## src/rtl/icefun_led_framebuffer.sv

```systemverilog
// Double-buffered 4x8 LED column framebuffer with a CPU register interface.
// SHADOW is written by software; ACTIVE drives the LED columns and is only
// updated from SHADOW on a frame boundary, so a scan never shows a torn frame.
module icefun_led_framebuffer (
  input  logic        clk12MHz,
  input  logic        rst,
  input  logic        bus_valid,
  input  logic        bus_we,
  input  logic [3:0]  bus_addr,
  input  logic [31:0] bus_wdata,
  input  logic [3:0]  bus_wstrb,
  output logic        bus_ready,
  output logic [31:0] bus_rdata,
  output logic [7:0]  leds1,
  output logic [7:0]  leds2,
  output logic [7:0]  leds3,
  output logic [7:0]  leds4
);

  typedef enum logic [1:0] {
    REG_SHADOW = 2'd0,
    REG_CTRL   = 2'd1,
    REG_STATUS = 2'd2,
    REG_ACTIVE = 2'd3
  } reg_e;

  logic [31:0] shadow_q, shadow_d;
  logic [31:0] active_q, active_d;
  logic        autoswap_q, autoswap_d;
  logic        blink_en_q, blink_en_d;
  logic [7:0]  period_q, period_d;
  logic        pending_q, pending_d;
  logic        blank_q, blank_d;
  logic [7:0]  blink_cnt_q, blink_cnt_d;
  logic [11:0] scan_q, scan_d;
  logic [7:0]  frame_cnt_q, frame_cnt_d;
  logic        ready_q, ready_d;
  logic [31:0] rdata_q, rdata_d;
  logic [31:0] leds_q, leds_d;

  logic        accept;
  logic        frame_tick;
  logic        set_pending;
  logic [7:0]  blink_limit;
  logic [8:0]  blink_next;
  reg_e        word_sel;
  logic        unused_addr;

  assign unused_addr = ^bus_addr[1:0];

  // Next-state logic: bus handshake, register writes, swap, blink and scan.
  always_comb begin
    shadow_d    = shadow_q;
    active_d    = active_q;
    autoswap_d  = autoswap_q;
    blink_en_d  = blink_en_q;
    period_d    = period_q;
    pending_d   = pending_q;
    blank_d     = blank_q;
    blink_cnt_d = blink_cnt_q;
    frame_cnt_d = frame_cnt_q;
    set_pending = 1'b0;
    word_sel    = reg_e'(bus_addr[3:2]);

    accept     = bus_valid && !ready_q;
    frame_tick = (scan_q == '1);
    scan_d     = scan_q + 12'd1;
    if (frame_tick) frame_cnt_d = frame_cnt_q + 8'd1;

    ready_d = accept;
    rdata_d = '0;
    if (accept && !bus_we) begin
      case (word_sel)
        REG_SHADOW: rdata_d = shadow_q;
        REG_CTRL:   rdata_d = {16'h0, period_q, 6'h0, blink_en_q, autoswap_q};
        REG_STATUS: rdata_d = {16'h0, frame_cnt_q, 6'h0, blank_q, pending_q};
        default:    rdata_d = active_q;
      endcase
    end

    // Swap uses pre-write SHADOW; a request arriving on the same edge re-arms
    // pending after the clear, deferring it to the following tick.
    if (frame_tick && pending_q) begin
      active_d  = shadow_q;
      pending_d = 1'b0;
    end

    if (accept && bus_we) begin
      case (word_sel)
        REG_SHADOW: begin
          for (int unsigned i = 0; i < 4; i++) begin
            if (bus_wstrb[i]) shadow_d[8*i +: 8] = bus_wdata[8*i +: 8];
          end
          if (autoswap_q) set_pending = 1'b1;
        end
        REG_CTRL: begin
          if (bus_wstrb[0]) begin
            autoswap_d = bus_wdata[0];
            blink_en_d = bus_wdata[1];
            if (bus_wdata[2]) set_pending = 1'b1;
          end
          if (bus_wstrb[1]) period_d = bus_wdata[15:8];
        end
        default: ;
      endcase
    end
    if (set_pending) pending_d = 1'b1;

    blink_limit = (period_q == '0) ? 8'd1 : period_q;
    blink_next  = {1'b0, blink_cnt_q} + 9'd1;
    if (!blink_en_q) begin
      blink_cnt_d = '0;
      blank_d     = 1'b0;
    end else if (frame_tick) begin
      if (blink_next >= {1'b0, blink_limit}) begin
        blink_cnt_d = '0;
        blank_d     = !blank_q;
      end else begin
        blink_cnt_d = blink_next[7:0];
      end
    end

    leds_d = blank_q ? '0 : active_q;
  end

  // State registers with synchronous reset.
  always_ff @(posedge clk12MHz) begin
    if (rst) begin
      shadow_q    <= '0;
      active_q    <= '0;
      autoswap_q  <= 1'b0;
      blink_en_q  <= 1'b0;
      period_q    <= '0;
      pending_q   <= 1'b0;
      blank_q     <= 1'b0;
      blink_cnt_q <= '0;
      scan_q      <= '0;
      frame_cnt_q <= '0;
      ready_q     <= 1'b0;
      rdata_q     <= '0;
      leds_q      <= '0;
    end else begin
      shadow_q    <= shadow_d;
      active_q    <= active_d;
      autoswap_q  <= autoswap_d;
      blink_en_q  <= blink_en_d;
      period_q    <= period_d;
      pending_q   <= pending_d;
      blank_q     <= blank_d;
      blink_cnt_q <= blink_cnt_d;
      scan_q      <= scan_d;
      frame_cnt_q <= frame_cnt_d;
      ready_q     <= ready_d;
      rdata_q     <= rdata_d;
      leds_q      <= leds_d;
    end
  end

  assign bus_ready = ready_q;
  assign bus_rdata = rdata_q;
  assign leds1     = leds_q[7:0];
  assign leds2     = leds_q[15:8];
  assign leds3     = leds_q[23:16];
  assign leds4     = leds_q[31:24];

endmodule

```

## config.mk

```make
export PLATFORM = sky130hd
export DESIGN_NAME = icefun_led_framebuffer
export DESIGN_NICKNAME = d
export VERILOG_FILES = /design/src/rtl/icefun_led_framebuffer.sv
export SDC_FILE = /design/constraint.sdc
export NUM_CORES = 1
export LEC_CHECK = 0
export CAP_MARGIN = 30
export CORE_MARGIN = 1
export CORE_UTILIZATION = 45
export CTS_BUF_LIST = sky130_fd_sc_hd__clkbuf_8
export CTS_CLUSTER_SIZE = 12
export DETAILED_ROUTE_END_ITERATION = 12
export PLACE_DENSITY = 0.69
export SLEW_MARGIN = 20
export SYNTH_ARGS = -nofsm -noshare
export SYNTH_HDL_FRONTEND = slang
export SYNTH_SLANG_ARGS = --single-unit
```

## constraint.sdc

```tcl
create_clock -name clk12MHz -period 4.73 [get_ports clk12MHz]
set_input_delay 1.1825 -clock clk12MHz [delete_from_list [all_inputs] [get_ports clk12MHz]]
set_output_delay 1.1825 -clock clk12MHz [all_outputs]
set_load 0.02 [all_outputs]
```

==> impl_metrics.yaml <==
run_status:
  status: "finished clean"
floorplanning:
  die_x_um: 121
  core_area_sq_mm: 0.0139
  start_util_pct: 46.1
  num_rows: 43
  fp.dieH_um: 121
  die-area_sq_mm: 0.0147
  ios: 109
pwr:
  irDropWorstVdd_mv: 0.167
  p_leak_nw: 2.84
  p_per_area_mw_per_mm2: 324
synthesis:
  synth_seq_area_share_pct: 52.9
  yosys_most_used_dff: "dfxtp_1"
  ys_types: 43
  async_flop_share_pct: 0
  synth-seq-cells: 169
  synth_edf_count: 0
  synth.net_count: 749
  synth_area_sq_mm: 0.00640
  avgSynthCellArea_sq_um: 9.22
  netlist.area_leader.share_pct: 52.9
  synth_cells: 694
  yosys_warnings: 0
  ys_top_cells_by_area: "dfxtp_1, nand2_1, a21oi_1"
  yosys.area.top_type: "dfxtp_1"
clocking:
  cts.sinks: 169
  cts_tree: "yes"
  cts_resized: 0
  numCtsBuffers: 17
  cts_setup_buffers: 0
  postCtsHoldBufs: 0
  clockBufferDepth: 2
  clk_pin_slew_worst_paths_ps: 90
  clockRootBuffer: "clkbuf_8"
  h-tree-depth: 4
  clock_latency_ps: 460
sta:
  rsz0062_at_grt: "no"
  hold_viol_final: 0
  fin_tns_setup_ps: 0
  worst_slew_pin_slew_ps: 951
  setup_viol: 0
  worst_clock_skew_ps: 13.8
  post-route-period-util_pct: 66.3
  slew_viol_final: 0
  slew-limit-headroom_pct: 36.5
  max_freq_mhz: 319
  fin_crit_ps: 3130
layout:
  final_cell_mix: "dfxtp_1, nand2_1, clkdlybuf4s50_1"
  fill_cells: 1235
  drive_gt1_share_pct: 7.40
  antenna_cells: 0
  final_cell_count_no_fill: 977
  regArea_sq_mm: 0.00338
  area_delta_synth_final_pct: 24.7
  final_common_cell: "dfxtp_1"
  finalNetCount: 839
  post-route-util_pct: 57.5
  multi_input_area_sq_mm: 0.00277
min_path:
  hold_path.class: "reg -> reg"
placed_design:
  io_buffers: 106
  place_hpwl_um: 10100
  dp.cells: 945
  gp_routability_congestion: 0.835
critical_path:
  cp_top_family: "buffers and inverters"
  critical_path.slowest_cell: "nor2_1"
  required_ps: 5120
  path_cells: "clkdlybuf4s50_1 -> nor2_1 -> buf_4 -> a22oi_1 -> nor2_1"
  arrival_ps: 3530
  critPathKind: "in -> reg"
  crit_buf_inv: 2
  endpoint_kind: "register"
  worstPathMaxFanout: 17
  slowest_delay_ps: 900
  crit_top_cell: "nor2_1"
  start_kind: "input pin"
detailed_routing:
  vias: 5064
  post-route-drc-count: 0
  routedWlPerCell_um: 14.5
  first_pass_iters: 5
  wirelength_um: 14200
  drt_iter0_markers: 261
  postRouteAntennaNets: 0
  via_per_inst: 5.18
global_route:
  track_usage_pct: 20.2
  gr-total-overflow: 0
  grt_max_degree: 54
  grt_pass1_vias: 4710
  antenna_found_initial: 0
  grt_pass1_wl_um: 23000
job:
  cap_violations: 0
-- report_power, final --
part	internal (mW)	total, mW	switching (mW)
sequential	1.43	1.43	0.00568
combinational	0.0502	0.111	0.0612
clock	0.497	1.04	0.546
-- sequential cells by signal, summed over array words and instances, names as in the netlist, 8 cells and up --
| name | count |
|---|---|
| period_q | 8 |
| scan_q | 12 |
| leds_q | 32 |
| blink_cnt_q | 8 |
| bus_rdata | 32 |
| active_q | 32 |
| frame_cnt_q | 8 |
| shadow_q | 32 |
-- metrics by stage --
stage                     hold slack (ps)  cell area [sq um]  setup WS, ps  power [mW]
after floorplan                       418               6400          2180        1.52
after global placement                430               7510          1090        1.57
after detailed placement              436               7570          1130        1.58
after CTS                             452               7980          1610        2.61
after global routing                  469               7980          1370        2.69
final                                 452               7980          1600        2.59
-- cell type report --
type	instances	share of cell area [%]
clock inverter	14	2.01
sequential	169	42.4
inverter	12	0.564
multi-input combinational	470	34.8
timing repair buffer	114	14.4
tap	180	2.82
clock buffer	18	3.10
-- layer usage --
layer / global-route usage [%] / vias up / wire length (um)
li1: - / 2550 / -
met1: 25.8 / 2343 / 6270
met2: 32.5 / 153 / 6800
met3: 4.93 / 18 / 797
met4: 8.49 / 0 / 282
met5: 0 / - / 0
-- cells in the mapped netlist (3+ instances only) --
cell / instances
a21oi_1: 68
a22oi_1: 23
a31oi_1: 5
and2_1: 34
and3_1: 12
buf_1: 3
buf_2: 12
buf_6: 3
clkbuf_1: 23
dfxtp_1: 169
ha_1: 11
inv_1: 12
mux2i_1: 10
mux4_2: 10
nand2_1: 117
nand3_1: 52
nand4_1: 6
nor2_1: 55
nor2b_1: 14
o21ai_1: 4
o22ai_1: 3
or3_1: 3
xnor2_1: 7
xor2_1: 11
-- path summary, 6_finish.rpt --
check | from | endpoint | slack [ps] | depth (start not counted)
hold / removal | scan_q[0] | scan_q[0] | 450 | 1
hold reg to reg | scan_q[0] | scan_q[0] | 450 | 1
setup / recovery | bus_addr[2] | bus_rdata[22] | 1600 | 5
setup reg to reg | blink_cnt_q[0] | blink_cnt_q[5] | 1770 | 11
-- kinds of logic after synthesis --
group	synth area share, %
compound gates	10.7
xor+xnor	2.46
simple gates	22.6
fa+ha+maj	2.15
buf+inv	3.93
mux	5.26
flops	52.9
Power figures use the tool's default switching activity.
